### config.mk
export PLATFORM = sky130hd
export DESIGN_NAME = clock_set_controller
export DESIGN_NICKNAME = d
export VERILOG_FILES = /design/src/rtl/clock_pkg.sv /design/src/rtl/button_conditioner.sv /design/src/rtl/clock_set_controller.sv
export SDC_FILE = /design/constraint.sdc
export NUM_CORES = 1
export LEC_CHECK = 0
export BUFFER_PORTS_ARGS = -buffer_cell sky130_fd_sc_hd__buf_2
export CAP_MARGIN = 20
export CELL_PAD_IN_SITES_DETAIL_PLACEMENT = 0
export CELL_PAD_IN_SITES_GLOBAL_PLACEMENT = 1
export CORE_ASPECT_RATIO = 1.4
export CORE_UTILIZATION = 49
export CTS_CLUSTER_DIAMETER = 80
export DETAILED_ROUTE_END_ITERATION = 10
export PLACE_DENSITY_LB_ADDON = 0.1
export SLEW_MARGIN = 20
export SYNTH_ARGS = -nofsm -noshare
export SYNTH_HDL_FRONTEND = slang
export SYNTH_SLANG_ARGS = --single-unit
### constraint.sdc
create_clock -name clk -period 3.4 [get_ports clk]
set_clock_uncertainty 0.1 [all_clocks]
set_input_delay 0.85 -clock clk [delete_from_list [all_inputs] [get_ports clk]]
set_output_delay 0.85 -clock clk [all_outputs]
set_load 0.01 [all_outputs]
### src/rtl/clock_pkg.sv
// Shared types and constants for the clock_set_controller slice.
package clock_pkg;
  typedef enum logic [1:0] {
    RUN      = 2'd0,
    SET_MIN  = 2'd1,
    SET_HOUR = 2'd2
  } mode_t;

  localparam int SEC_W = 6;
  localparam int MIN_W = 6;

  localparam logic [SEC_W-1:0] SEC_MAX = 6'd59;
  localparam logic [MIN_W-1:0] MIN_MAX = 6'd59;
endpackage

### src/rtl/button_conditioner.sv
// Raw push button -> 2-flop synchronizer -> optional debouncer -> rising-edge
// detector, giving a one-cycle press pulse.
// Build option: CLOCK_SET_DEBOUNCE_EN inserts the debouncer.
module button_conditioner
  import clock_pkg::*;
#(
  parameter int DEBOUNCE_CYCLES = 1_000_000
) (
  input  logic clk,
  input  logic resetN,
  input  logic i_btn,
  output logic o_press
);

  logic [1:0] r_sync;
  logic       w_sync;
  logic       w_level;
  logic       r_prev;

  // Two-flop synchronizer for the asynchronous button level.
  always_ff @(posedge clk) begin
    if (!resetN) r_sync <= '0;
    else         r_sync <= {r_sync[0], i_btn};
  end

  assign w_sync = r_sync[1];

`ifdef CLOCK_SET_DEBOUNCE_EN
  localparam int CW = (DEBOUNCE_CYCLES > 1) ? $clog2(DEBOUNCE_CYCLES) : 1;
  localparam logic [CW-1:0] CNT_LAST = CW'(DEBOUNCE_CYCLES - 1);

  logic [CW-1:0] r_cnt;
  logic          r_filt;

  // Filtered level follows the synchronized level only after it has disagreed
  // for DEBOUNCE_CYCLES consecutive cycles; any agreement restarts the count.
  always_ff @(posedge clk) begin
    if (!resetN) begin
      r_cnt  <= '0;
      r_filt <= 1'b0;
    end else if (w_sync == r_filt) begin
      r_cnt  <= '0;
    end else if (r_cnt == CNT_LAST) begin
      r_cnt  <= '0;
      r_filt <= w_sync;
    end else begin
      r_cnt  <= r_cnt + 1'b1;
    end
  end

  assign w_level = r_filt;
`else
  // Debounce length is meaningless without the filter.
  logic w_unused_dbc;
  assign w_unused_dbc = (DEBOUNCE_CYCLES < 1);
  assign w_level      = w_sync;
`endif

  // Previous level for rising-edge detection; cleared in reset so a button
  // held through reset release still yields one press.
  always_ff @(posedge clk) begin
    if (!resetN) r_prev <= 1'b0;
    else         r_prev <= w_level;
  end

  assign o_press = w_level & ~r_prev;

endmodule

### src/rtl/clock_set_controller.sv
// Timekeeping and time-set sequencer: 1 Hz prescaler, seconds/minutes
// counters, hour_inc strobes and a RUN/SET_MIN/SET_HOUR mode machine.
// Build option: CLOCK_SET_DEBOUNCE_EN enables button debouncing.
module clock_set_controller
  import clock_pkg::*;
#(
  parameter int CLK_HZ          = 50_000_000,
  parameter int DEBOUNCE_CYCLES = 1_000_000
) (
  input  logic             clk,
  input  logic             resetN,
  input  logic             mode_btn,
  input  logic             inc_btn,
  output logic [SEC_W-1:0] OutSec,
  output logic [MIN_W-1:0] OutMin,
  output logic             hour_inc,
  output logic [1:0]       mode,
  output logic             set_blink
);

  localparam int PW = $clog2(CLK_HZ);
  localparam int BW = $clog2(CLK_HZ / 2);
  localparam logic [PW-1:0] PRESC_LAST = PW'(CLK_HZ - 1);
  localparam logic [BW-1:0] BLINK_LAST = BW'(CLK_HZ / 2 - 1);

  mode_t            r_state, w_next;
  logic             w_mode_press, w_inc_press, w_inc, w_tick;
  logic [PW-1:0]    r_presc;
  logic [BW-1:0]    r_bcnt;
  logic [SEC_W-1:0] r_sec;
  logic [MIN_W-1:0] r_min;
  logic             r_hour_inc, r_blink;

  button_conditioner #(.DEBOUNCE_CYCLES(DEBOUNCE_CYCLES)) u_mode_btn (
    .clk(clk), .resetN(resetN), .i_btn(mode_btn), .o_press(w_mode_press)
  );

  button_conditioner #(.DEBOUNCE_CYCLES(DEBOUNCE_CYCLES)) u_inc_btn (
    .clk(clk), .resetN(resetN), .i_btn(inc_btn), .o_press(w_inc_press)
  );

  // Mode press always wins over a simultaneous inc press.
  assign w_inc  = w_inc_press & ~w_mode_press;
  // A tick that coincides with leaving RUN is dropped together with its carries.
  assign w_tick = (r_state == RUN) && (r_presc == PRESC_LAST) && !w_mode_press;

  // Mode state register.
  always_ff @(posedge clk) begin
    if (!resetN) r_state <= RUN;
    else         r_state <= w_next;
  end

  // Next state: each mode press advances RUN -> SET_MIN -> SET_HOUR -> RUN.
  always_comb begin
    w_next = r_state;
    case (r_state)
      RUN:      if (w_mode_press) w_next = SET_MIN;
      SET_MIN:  if (w_mode_press) w_next = SET_HOUR;
      SET_HOUR: if (w_mode_press) w_next = RUN;
      default:  w_next = RUN;
    endcase
  end

  // Prescaler runs only in RUN and restarts from 0 on every mode change.
  always_ff @(posedge clk) begin
    if (!resetN)
      r_presc <= '0;
    else if (r_state != RUN || w_mode_press || r_presc == PRESC_LAST)
      r_presc <= '0;
    else
      r_presc <= r_presc + 1'b1;
  end

  // Seconds/minutes counters and hour strobe.
  always_ff @(posedge clk) begin
    if (!resetN) begin
      r_sec      <= '0;
      r_min      <= '0;
      r_hour_inc <= 1'b0;
    end else begin
      r_hour_inc <= 1'b0;
      case (r_state)
        RUN: begin
          if (w_mode_press) begin
            r_sec <= '0;
          end else if (w_tick) begin
            if (r_sec == SEC_MAX) begin
              r_sec <= '0;
              if (r_min == MIN_MAX) begin
                r_min      <= '0;
                r_hour_inc <= 1'b1;
              end else begin
                r_min <= r_min + 1'b1;
              end
            end else begin
              r_sec <= r_sec + 1'b1;
            end
          end
        end
        SET_MIN:  if (w_inc) r_min <= (r_min == MIN_MAX) ? '0 : r_min + 1'b1;
        SET_HOUR: if (w_inc) r_hour_inc <= 1'b1;
        default: ;
      endcase
    end
  end

  // Blink: held low in RUN and on the edge returning to RUN; free-running
  // half-period toggle across both SET states.
  always_ff @(posedge clk) begin
    if (!resetN || r_state == RUN || w_next == RUN) begin
      r_bcnt  <= '0;
      r_blink <= 1'b0;
    end else if (r_bcnt == BLINK_LAST) begin
      r_bcnt  <= '0;
      r_blink <= ~r_blink;
    end else begin
      r_bcnt  <= r_bcnt + 1'b1;
    end
  end

  assign OutSec    = r_sec;
  assign OutMin    = r_min;
  assign hour_inc  = r_hour_inc;
  assign mode      = r_state;
  assign set_blink = r_blink;

endmodule

== Yosys cells after proc, flatten, opt, wreduce, memory -nomap -nowiden ==
Cells that the tools add are included.

* Bitwise logic cells: 8
* Order comparisons: 0
* Div/mod/pow operators: 0
* Eq/ne operators: 10
* Multipliers: 0
* Add/sub/neg operators: 4
* Shifts and indexed selects: 0
* Mux-type cells: 19
* Reduce and logical (&&, ||, !) cells: 17

{| class="wikitable"
|+ Operators by type and width
! operator !! count
|-
| 6-bit 2-to-1 mux || 8
|-
| 26-bit by 1-bit adder with 26-bit output, second input constant || 1
|-
| 26-bit == test, second input constant || 1
|-
| 25-bit by 1-bit adder with 25-bit output, second input constant || 1
|-
| 25-bit == test, second input constant || 1
|-
| 6-bit by 1-bit adder with 6-bit output, second input constant || 2
|-
| 6-bit == test, second input constant || 2
|-
| 6-bit case mux with 2 select lines || 1
|-
| 2-bit 2-to-1 mux || 3
|-
| 2-bit != test, second input constant || 3
|-
| 2-bit case mux with 3 select lines || 1
|-
| 2-bit nonzero test || 3
|-
| 1-bit 2-to-1 mux || 5
|-
| 1-bit NOT || 5
|-
| 5-bit AND reduction || 1
|-
| 2-bit zero test || 2
|-
| 1-bit logical OR || 4
|-
| 2-bit OR reduction || 2
|-
| 1-bit bitwise AND || 3
|-
| 2-bit by 1-bit == test with 1-bit output, second input constant || 1
|-
| 2-bit == test, second input constant || 1
|-
| 1-bit logical AND || 2
|-
| 1-bit zero test || 2
|-
| 2-bit by 1-bit != test with 1-bit output, second input constant || 1
|-
| other kinds (2) || 2
|}

* ROM bits: 0
* Bits in registers: 73
* Logic and storage cells: 69
* RAM bits: 0
* Memories kept: 0
* Latch bits: 0

== Depth between registers and ports, before layout ==
Gate-level depths: netlist of run 1.

* Depth after elaboration: 7
* Gate-level depth with buffers: 8
* Depth with buffers taken out: 7

== Cells and area by module ==
From an unflattened synthesis of run 1, not the netlist that was laid out.

* Cell total of the unflattened synthesis: 369
* Area total of the unflattened synthesis: 3240.6 sq um

{| class="wikitable"
|+ By module, submodules not included
! module !! area an instance (sq um) !! times used !! cells each
|-
| clock_set_controller || 3055.4 || 1 || 355
|-
| button_conditioner || 92.6 || 2 || 7
|}

== Least setup slack after synthesis of run 1 ==
No wires, ideal clock.

* Kind: flip-flop to flip-flop
* From: register r_presc[0]
* To: register r_min[4], in the netlist OutMin[4]
* Period minus slack after synthesis: 2.166 ns
* Arrival time: 1.971 ns
* Slack: 1.234 ns
* Cell stages (with the launch flop): 8
* Library setup time: 0.096 ns
* Required time: 3.204 ns
* Cell sequence: dfxtp_1 > ha_1 > nand3_1 > or2_4 > nor4_2 > a31oi_2 > or2_4 > o41ai_2

* Word-level cells in the longest chain between the ends: 5

{| class="wikitable"
|+ RTL lines
! what !! line !! RTL
|-
| start: declaration || clock_set_controller.sv:28 || <nowiki>logic [PW-1:0] r_presc;</nowiki>
|-
| start signal: assignment || clock_set_controller.sv:71 || <nowiki>r_presc <= r_presc + 1'b1;</nowiki>
|-
| 26-bit == test || clock_set_controller.sv:45 || <nowiki>assign w_tick = (r_state == RUN) && (r_presc == PRESC_LAST) && !w_mode_press;</nowiki>
|-
| 1-bit logical AND (2 in series) || clock_set_controller.sv:45 ||
|-
| 2-bit != test (no source line) || n/a ||
|-
| 5-bit AND reduction (no source line) || n/a ||
|-
| end signal: assignment || clock_set_controller.sv:93 || <nowiki>r_min <= r_min + 1'b1;</nowiki>
|-
| end signal: assignment || clock_set_controller.sv:100 || <nowiki>SET_MIN: if (w_inc) r_min <= (r_min == MIN_MAX) ? '0 : r_min + 1'b1;</nowiki>
|-
| end: declaration || clock_set_controller.sv:31 || <nowiki>logic [MIN_W-1:0] r_min;</nowiki>
|}

Every way passes these cells.
A chain may end at the register's enable or synchronous reset.

== Worst setup path in the final report of run 1 ==
* From: register r_presc[0]
* To: register r_presc[12]

* Word-level cells in the longest chain between the ends: 3
* Elaborated cells between the ends (all ways): 4
* Classes of those cells: add/sub: 1; eq/ne: 1; reduce/logical: 2

{| class="wikitable"
|+ RTL lines
! what
|-
| branches (longest 3 deep; another with 26-bit by 1-bit adder with 26-bit output)
|}

Several ways; the timed one is not identified.

==> results of run 1 <==
## cells in the mapped netlist, types with 3 or more instances
cell type and number:
nor2_1 67, nand2b_1 3, buf_2 3, nor3_1 15, nor4_1 3, a21oi_1 10
nand3_1 25, xnor2_1 19, inv_1 11, nor2b_1 4, and2_1 6, and3_1 8
ha_1 4, or3_1 6, o21ai_0 5, clkbuf_1 9, dfxtp_1 73, nand4_1 12
nand2_1 24, xor2_1 27
## registers in the layout, summed over array words and instances (netlist names)
signal and flops:
set_blink 1, u_inc_btn.r_prev 1, OutSec 6, u_mode_btn.r_prev 1
u_mode_btn.r_sync 2, u_inc_btn.r_sync 2, hour_inc 1, mode 2
r_bcnt 25, OutMin 6, r_presc 26
## path summary, 6_finish.rpt
kind | cells after the start | endpoint | slack (ns) | from
worst max register to register | 6 | r_presc[12] | 0.97 | r_presc[0]
worst min register to register | 1 | u_inc_btn.r_sync[1] | 0.34 | u_inc_btn.r_sync[0]
worst min-delay path | 1 | u_inc_btn.r_sync[1] | 0.34 | u_inc_btn.r_sync[0]
worst max-delay path | 6 | r_presc[12] | 0.97 | r_presc[0]
## metrics by stage
step	worst slack [ns]	utilization	hold slack, ns	cell area (um^2)
4_1_cts	0.9505	0.5616	0.3416	3512
5_1_grt	0.7363	0.5616	0.3792	3512
6_report	0.9689	0.5616	0.3367	3512
2_1_floorplan	1.234	-	0.3119	3192
3_5_place_dp	0.9779	0.5322	0.3233	3328
3_3_place_gp	0.9884	0.5322	0.3162	3328
## worst register-to-register path, cell delays in order (launching register included)
cell	delay [ns]
dfxtp_1	0.37
ha_1	0.22
nand3_1	0.11
or2_4	0.28
or4_1	0.67
nand3_2	0.44
nor2_1	0.11
## power by group through the flow
| stage | clock, uW | sequential, uW | combinational (uW) |
|---|---|---|---|
| 2_1_floorplan | 0 | 886 | 33.0 |
| 4_1_cts | 669 | 868 | 40.8 |
| 3_3_place_gp | 0 | 888 | 40.3 |
| 3_5_place_dp | 0 | 888 | 40.6 |
| 6_report | 646 | 868 | 39.8 |
| 5_1_grt | 701 | 870 | 45.4 |
## kinds of logic (layout without fill, tap and decap cells)
logic type                 Yosys count  after routing  synth area share
DFF                                 73             73            0.4579
and+or+nand+nor                    190            190            0.3038
buffers and inverters               23             45           0.02822
xor gates and xnor gates            46             46            0.1262
AOI/OAI and AO/OA                   28             28           0.06194
adders and majority gates            4              4           0.01568
muxes                                2              2          0.006272
## per-layer routing
| metal | up-vias | wire length (um) |
|---|---|---|
| met2 | 32 | 2782 |
| met3 | 12 | 124 |
| met1 | 1155 | 2613 |
| met5 | - | 0 |
| met4 | 0 | 174 |
| li1 | 1276 | - |
## layout make-up
cell class,instances,area [um^2],share of cell area
clock buffers,9,123.9,0.03527
clock inverters,6,60.06,0.01710
inverters,11,41.29,0.01176
multi-input cells,270,1640,0.4670
flip-flops and latches,73,1461,0.4161
well taps,72,90.09,0.02565
repair buffers,19,95.09,0.02708
==> metrics.log, run 1 <==
INFO  metric power_frac_seq = 0.559
INFO  metric relSlewSlack = 0.5716
INFO  metric period_minus_slack = ~2.4 ns
INFO  metric grt_use_met3 = 0.03320
INFO  metric cp_top_family = simple AND/OR/NAND/NOR gates
INFO  metric slew_violations = 0
INFO  metric design.core.area = 6254 um^2
INFO  metric clock_tree_from_tritoncts = built
INFO  metric critPathLaunchType = flip-flop
INFO  metric seq_area_frac_synth = 0.4579
INFO  metric dr_total_vias = between 2,000 and 2,500
INFO  metric clkTransAtPathRegs = 0.07 ns
INFO  metric critPathMaxFanout = 26
INFO  metric grt_start_max_net_pins = 27
INFO  metric track_usage = 0.1874
INFO  metric share_clk_of_total_power = 0.416
INFO  metric post-route-drc-count = 0
INFO  metric hold_class = flip-flop to flip-flop
INFO  metric design.die.area = around 6800 um^2
INFO  metric core.rowCount = 34
INFO  metric finish.net_count = between 300 and 400
INFO  metric power_density = approximately 440 nW/um^2
INFO  metric synth_enable_flop_cells = 0
INFO  metric antenna_cells = 0
INFO  metric yosys_reg_bits = 73
INFO  metric viasPerCell = 5.380
INFO  metric synth_largest_area_cell = dfxtp_1
INFO  metric timing_worst_setup_path_type = flip-flop to flip-flop
INFO  metric boundaryPins = 20
INFO  metric die_y = 97.50 um
INFO  metric cp.buffers_inverters = 0
INFO  metric tritoncts_buffer_count = 9
INFO  metric crit_path_capture_type = flip-flop
INFO  metric synth_area_per_cell = ~8.7 um^2
INFO  metric syn_area = 3192 um^2
INFO  metric fin_setup_tns = 0 ns
INFO  metric detail-route-antenna-nets = 0
INFO  metric place_inst = 445
INFO  metric switching_power = 349.7 uW
INFO  metric gpl.final_weighted_congestion = roughly 0.76
INFO  metric yosys_warnings = 0
INFO  metric synth.top_cells.by_area = dfxtp_1, nor2_1, xor2_1, xnor2_1, nand3_1
INFO  metric dp_hpwl = between 3000 and 4000 um
INFO  metric critical_path_cell_list = ha_1, nand3_1, or2_4, or4_1, nand3_2, nor2_1
INFO  metric grt.overflow.total = 0
INFO  metric setup_repair_after_global_routing_missed_its_margin = no
INFO  metric nFillCells = 601
INFO  metric clk_latency = 0.34 ns
INFO  metric ys_async_sr_fraction = 0
INFO  metric synthCells = 366
INFO  metric post_drt_wl_per_cell = 12.38 um
INFO  metric die_x = 70.21 um
INFO  metric final-hold-violation-count = 0
INFO  metric grt_first_pass_wirelength = 10,330 um
INFO  metric root_buffer = clkbuf_8
INFO  metric final_common_cell = dfxtp_1
INFO  metric max_clock_freq = 0.4113 GHz
INFO  metric clock_sinks = 73
INFO  metric synth_fp_nets = 374
INFO  metric intPower = 1204 uW
INFO  metric grt_use_met1 = 0.2224
INFO  metric drt-initial-drc-count = 69
INFO  metric max_slew.worst_pin.slew = about 0.64 ns
INFO  metric dominantRegCellSynth = dfxtp_1
INFO  metric drv_cap = 0
INFO  metric max_stage_delay = 0.66 ns
INFO  metric overall_power_of_the_completed_layout = 1554 uW
INFO  metric fin_crit_sh = 0.7150
INFO  metric grt_pass1_vias = 2,318
INFO  metric cellLeakagePower = 0.001233 uW
INFO  metric ctsHtreeMaxLevel = 3
INFO  metric area_growth_syn_to_layout = 10.04%
INFO  metric drt_first_pass_iters = 4
INFO  metric synth.distinct_cells = 44
INFO  metric worst_ir_drop_vdd = 0.4514 mV
INFO  metric drive_gt1_frac = 0.1289
INFO  metric starting_utilization_of_the_core_area = 0.5104
INFO  metric final_cells = 460
INFO  metric max-clock-path-buffers = 2
INFO  metric critical_path_required = 3.51 ns
INFO  metric grt_util_met2 = 0.3107
INFO  metric antenna_found_initial = 0
INFO  metric outcome = finished, final reports clean
INFO  metric combinational_share_of_power = 0.026
INFO  metric ctsResizeCount = 0
INFO  metric total_wire_length_after_detailed_routing = around 5700 um
INFO  metric crit_path_top_delay_cell = or4_1
INFO  metric mostFrequentLayoutCells = dfxtp_1, nor2_1, xor2_1
INFO  metric grt-busiest-layer = met2
INFO  metric post_cts.repair.setup_buffers = 0
INFO  metric critical_path_arrival = 2.54 ns
INFO  metric setup_violations = 0
INFO  metric switching_share = 0.2250
INFO  metric buffer_ports.inserted = 19
INFO  metric synthDominantCellAreaShare = 0.4579
INFO  metric holdBufCountCts = 0
Note: power is estimated with default switching activity, not from simulation.
==> run 2: changes to the inputs <==
--- a/config.mk
+++ b/config.mk
@@ -10,7 +10,7 @@
 export CELL_PAD_IN_SITES_DETAIL_PLACEMENT = 0
 export CELL_PAD_IN_SITES_GLOBAL_PLACEMENT = 1
 export CORE_ASPECT_RATIO = 1.4
-export CORE_UTILIZATION = 49
+export CORE_UTILIZATION = 41
 export CTS_CLUSTER_DIAMETER = 80
 export DETAILED_ROUTE_END_ITERATION = 10
 export PLACE_DENSITY_LB_ADDON = 0.1
==> constraint.sdc (replaced) <==
create_clock -name clk -period 2.05 [get_ports clk]
set_clock_uncertainty 0.1 [all_clocks]
set_input_delay 0.5125 -clock clk [delete_from_list [all_inputs] [get_ports clk]]
set_output_delay 0.5125 -clock clk [all_outputs]
set_load 0.01 [all_outputs]
==> metrics.log, run 2 (same netlist as run 1, synthesis figures left out) <==
INFO  metric total_wire_length_after_detailed_routing = 6088 um (+6.9%)
INFO  metric period_minus_slack = 2.057 ns (-0.3744 ns)
INFO  metric finish.net_count = 425 (+8.4%)
INFO  metric dr_total_vias = 2,577 (+4.1%)
INFO  metric boundaryPins = 20 (unchanged)
INFO  metric clock_tree_from_tritoncts = built
INFO  metric hold_class = primary input to flip-flop
INFO  metric tritoncts_buffer_count = 9 (unchanged)
INFO  metric power_density = 702.8 nW/um^2 (+59%)
INFO  metric setup_repair_after_global_routing_missed_its_margin = yes
INFO  metric outcome = finished, violations left
INFO  metric max_clock_freq = 0.4862 GHz (+18%)
INFO  metric clkTransAtPathRegs = 0.08 ns (about the same)
INFO  metric die_y = 106.4 um (+9.1%)
INFO  metric gpl.final_weighted_congestion = 0.7498 (-0.98%)
INFO  metric max_slew.worst_pin.slew = 0.5115 ns (-0.1262 ns)
INFO  metric area_growth_syn_to_layout = 23.60%
INFO  metric critPathLaunchType = flip-flop
INFO  metric placed_cell_area = 3646 um^2 (+9.5%)
INFO  metric clock_sinks = 73 (unchanged)
INFO  metric track_usage = 0.1708 (-0.01659)
INFO  metric buffer_ports.inserted = 19 (unchanged)
INFO  metric starting_utilization_of_the_core_area = 0.4282 (-0.08217)
INFO  metric grt_start_max_net_pins = 27 (unchanged)
INFO  metric relSlewSlack = 0.6564 (+0.08480)
INFO  metric critPathMaxFanout = 6 (-77%)
INFO  metric switching_power = 614.8 uW (+76%)
INFO  metric post_drt_wl_per_cell = 11.73 um (-5.3%)
INFO  metric crit_path_capture_type = flip-flop
INFO  metric die_x = 76.57 um (+9.1%)
INFO  metric critical_path_arrival = 2.20 ns (-0.34 ns)
INFO  metric grt_util_met2 = 0.2986 (-0.01207)
INFO  metric ctsHtreeMaxLevel = 3 (unchanged)
INFO  metric grt_first_pass_wirelength = 11,070 um (+7.2%)
INFO  metric drt_first_pass_iters = 4 (unchanged)
INFO  metric design.core.area = 7453 um^2 (+19%)
INFO  metric setup_violations = 2 (+2)
INFO  metric largest_reg_flops = 26 (unchanged)
INFO  metric layout_setup_ws = -0.006685 ns (-0.9756 ns)
INFO  metric power_frac_seq = 0.520 (-0.039)
INFO  metric detail-route-antenna-nets = 0 (unchanged)
INFO  metric cellLeakagePower = 0.001464 uW (+19%)
INFO  metric slew_violations = 0 (unchanged)
INFO  metric mostFrequentLayoutCells = dfxtp_1, nor2_1, buf_4
INFO  metric switching_share = 0.2218 (-0.003285)
INFO  metric dp_hpwl = 4296 um (+8.2%)
INFO  metric final_common_cell = dfxtp_1
INFO  metric combinational_share_of_power = 0.035 (+0.009)
INFO  metric grt.overflow.total = 0 (unchanged)
INFO  metric drive_gt1_frac = 0.2370 (+0.1081)
INFO  metric grt_pass1_vias = 2,531 (+9.2%)
INFO  metric root_buffer = clkbuf_8
INFO  metric viasPerCell = 4.965 (-7.7%)
INFO  metric post-route-drc-count = 0 (unchanged)
INFO  metric registers.top_by_ff_count = r_presc
INFO  metric violations = negative setup slack
INFO  metric fin_crit_sh = 1.003 (+0.2882)
INFO  metric intPower = 2158 uW (+79%)
INFO  metric critical_path_required = 2.20 ns (-1.31 ns)
INFO  metric design.die.area = 8147 um^2 (+19%)
INFO  metric antenna_found_initial = 0 (unchanged)
INFO  metric grt_use_met1 = 0.2000 (-0.02237)
INFO  metric drt-initial-drc-count = 102 (+48%)
INFO  metric core.rowCount = 37 (+8.8%)
INFO  metric grt_use_met3 = 0.04378 (+0.01058)
INFO  metric antenna_cells = 0 (unchanged)
INFO  metric pre_cts_ws = -0.04461 ns (-1.022 ns)
INFO  metric final-hold-violation-count = 0 (unchanged)
INFO  metric grt-busiest-layer = met2
INFO  metric share_clk_of_total_power = 0.445 (+0.029)
INFO  metric max-clock-path-buffers = 2 (unchanged)
INFO  metric drv_cap = 0 (unchanged)
INFO  metric clk_latency = 0.34 ns (about the same)
INFO  metric timing_worst_setup_path_type = flip-flop to flip-flop
INFO  metric worst_ir_drop_vdd = 0.3498 mV (-23%)
INFO  metric largest_registers = r_presc: 26 flops, r_bcnt: 25 flops
INFO  metric layout.cell_area.non_filler = 3945 um^2 (+12%)
==> run 2: cell count changes in the layout (fill, tap and decap cells not counted), sizes merged <==
cell | previous run | this run
buf | 19 | 52
clkinvlp | 2 | 0
inv | 11 | 12
bufinv | 1 | 2
clkinv | 3 | 4
==> run 2: routing by layer <==
layer  up-vias  wire length (um)
li1       1345                 -
met1      1194              2829
met2        30              3004
met3         8               162
met4         0                92
met5         -                 0
==> run 2: final cells by class <==
type                            count  area, um^2
Timing Repair Buffer               52       375.4
Clock buffer                        9       123.9
Clock inverter                      7       92.59
Multi-Input combinational cell    270        1725
Tap cell                           97       121.4
Fill cell                         729        3508
Sequential cell                    73        1465
Inverter                           11       41.29
==> run 2: power groups by stage <==
stage	Sequential, uW	Clock [uW]	Combinational (uW)
floorplan	1470	0	56.1
global placement	1470	0	91.7
detailed placement	1470	0	93.6
CTS	1440	1270	94.9
global route	1440	1340	110
finish	1440	1230	97.7
==> run 2: stage by stage <==
step / hold slack [ns] / cells / TNS, ns / power (uW) / utilization
6_report: 0.2685 / 519 / -0.01263 / 2772 / 0.5293
3_3_place_gp: 0.3154 / 500 / -0.01205 / 1566 / 0.4892
4_1_cts: 0.2546 / 517 / -0.05919 / 2810 / 0.5206
2_1_floorplan: 0.3119 / 366 / 0 / 1529 / -
5_1_grt: 0.2583 / 519 / -1.377 / 2897 / 0.5293
3_5_place_dp: 0.3210 / 500 / -0.06328 / 1568 / 0.4892
==> run 2: timing repair <==
item | CTS | global route
pin swaps | 6 | 9
resized for setup | 3 | 11
setup buffers | 1 | 2
endpoints found under the setup margin | 4 | 63
hold buffers | 0 | 0
==> run 2: path summary, 6_finish.rpt <==
path,from,endpoint,slack (ns),depth (start not counted)
min reg2reg,u_mode_btn.r_sync[0],u_mode_btn.r_sync[1],0.34,1
max,r_presc[1],OutSec[2],-0.007,7
min,mode_btn,u_mode_btn.r_sync[0],0.27,2
max reg2reg,r_presc[1],OutSec[2],-0.007,7
==> run 2: worst max-delay path, stage by stage (launching register included) <==
cell,delay (ns)
dfxtp_2,0.36
ha_4,0.14
nand3_2,0.07
or2_4,0.27
or4_4,0.61
nor2_4,0.17
a21oi_2,0.07
a311oi_2,0.17
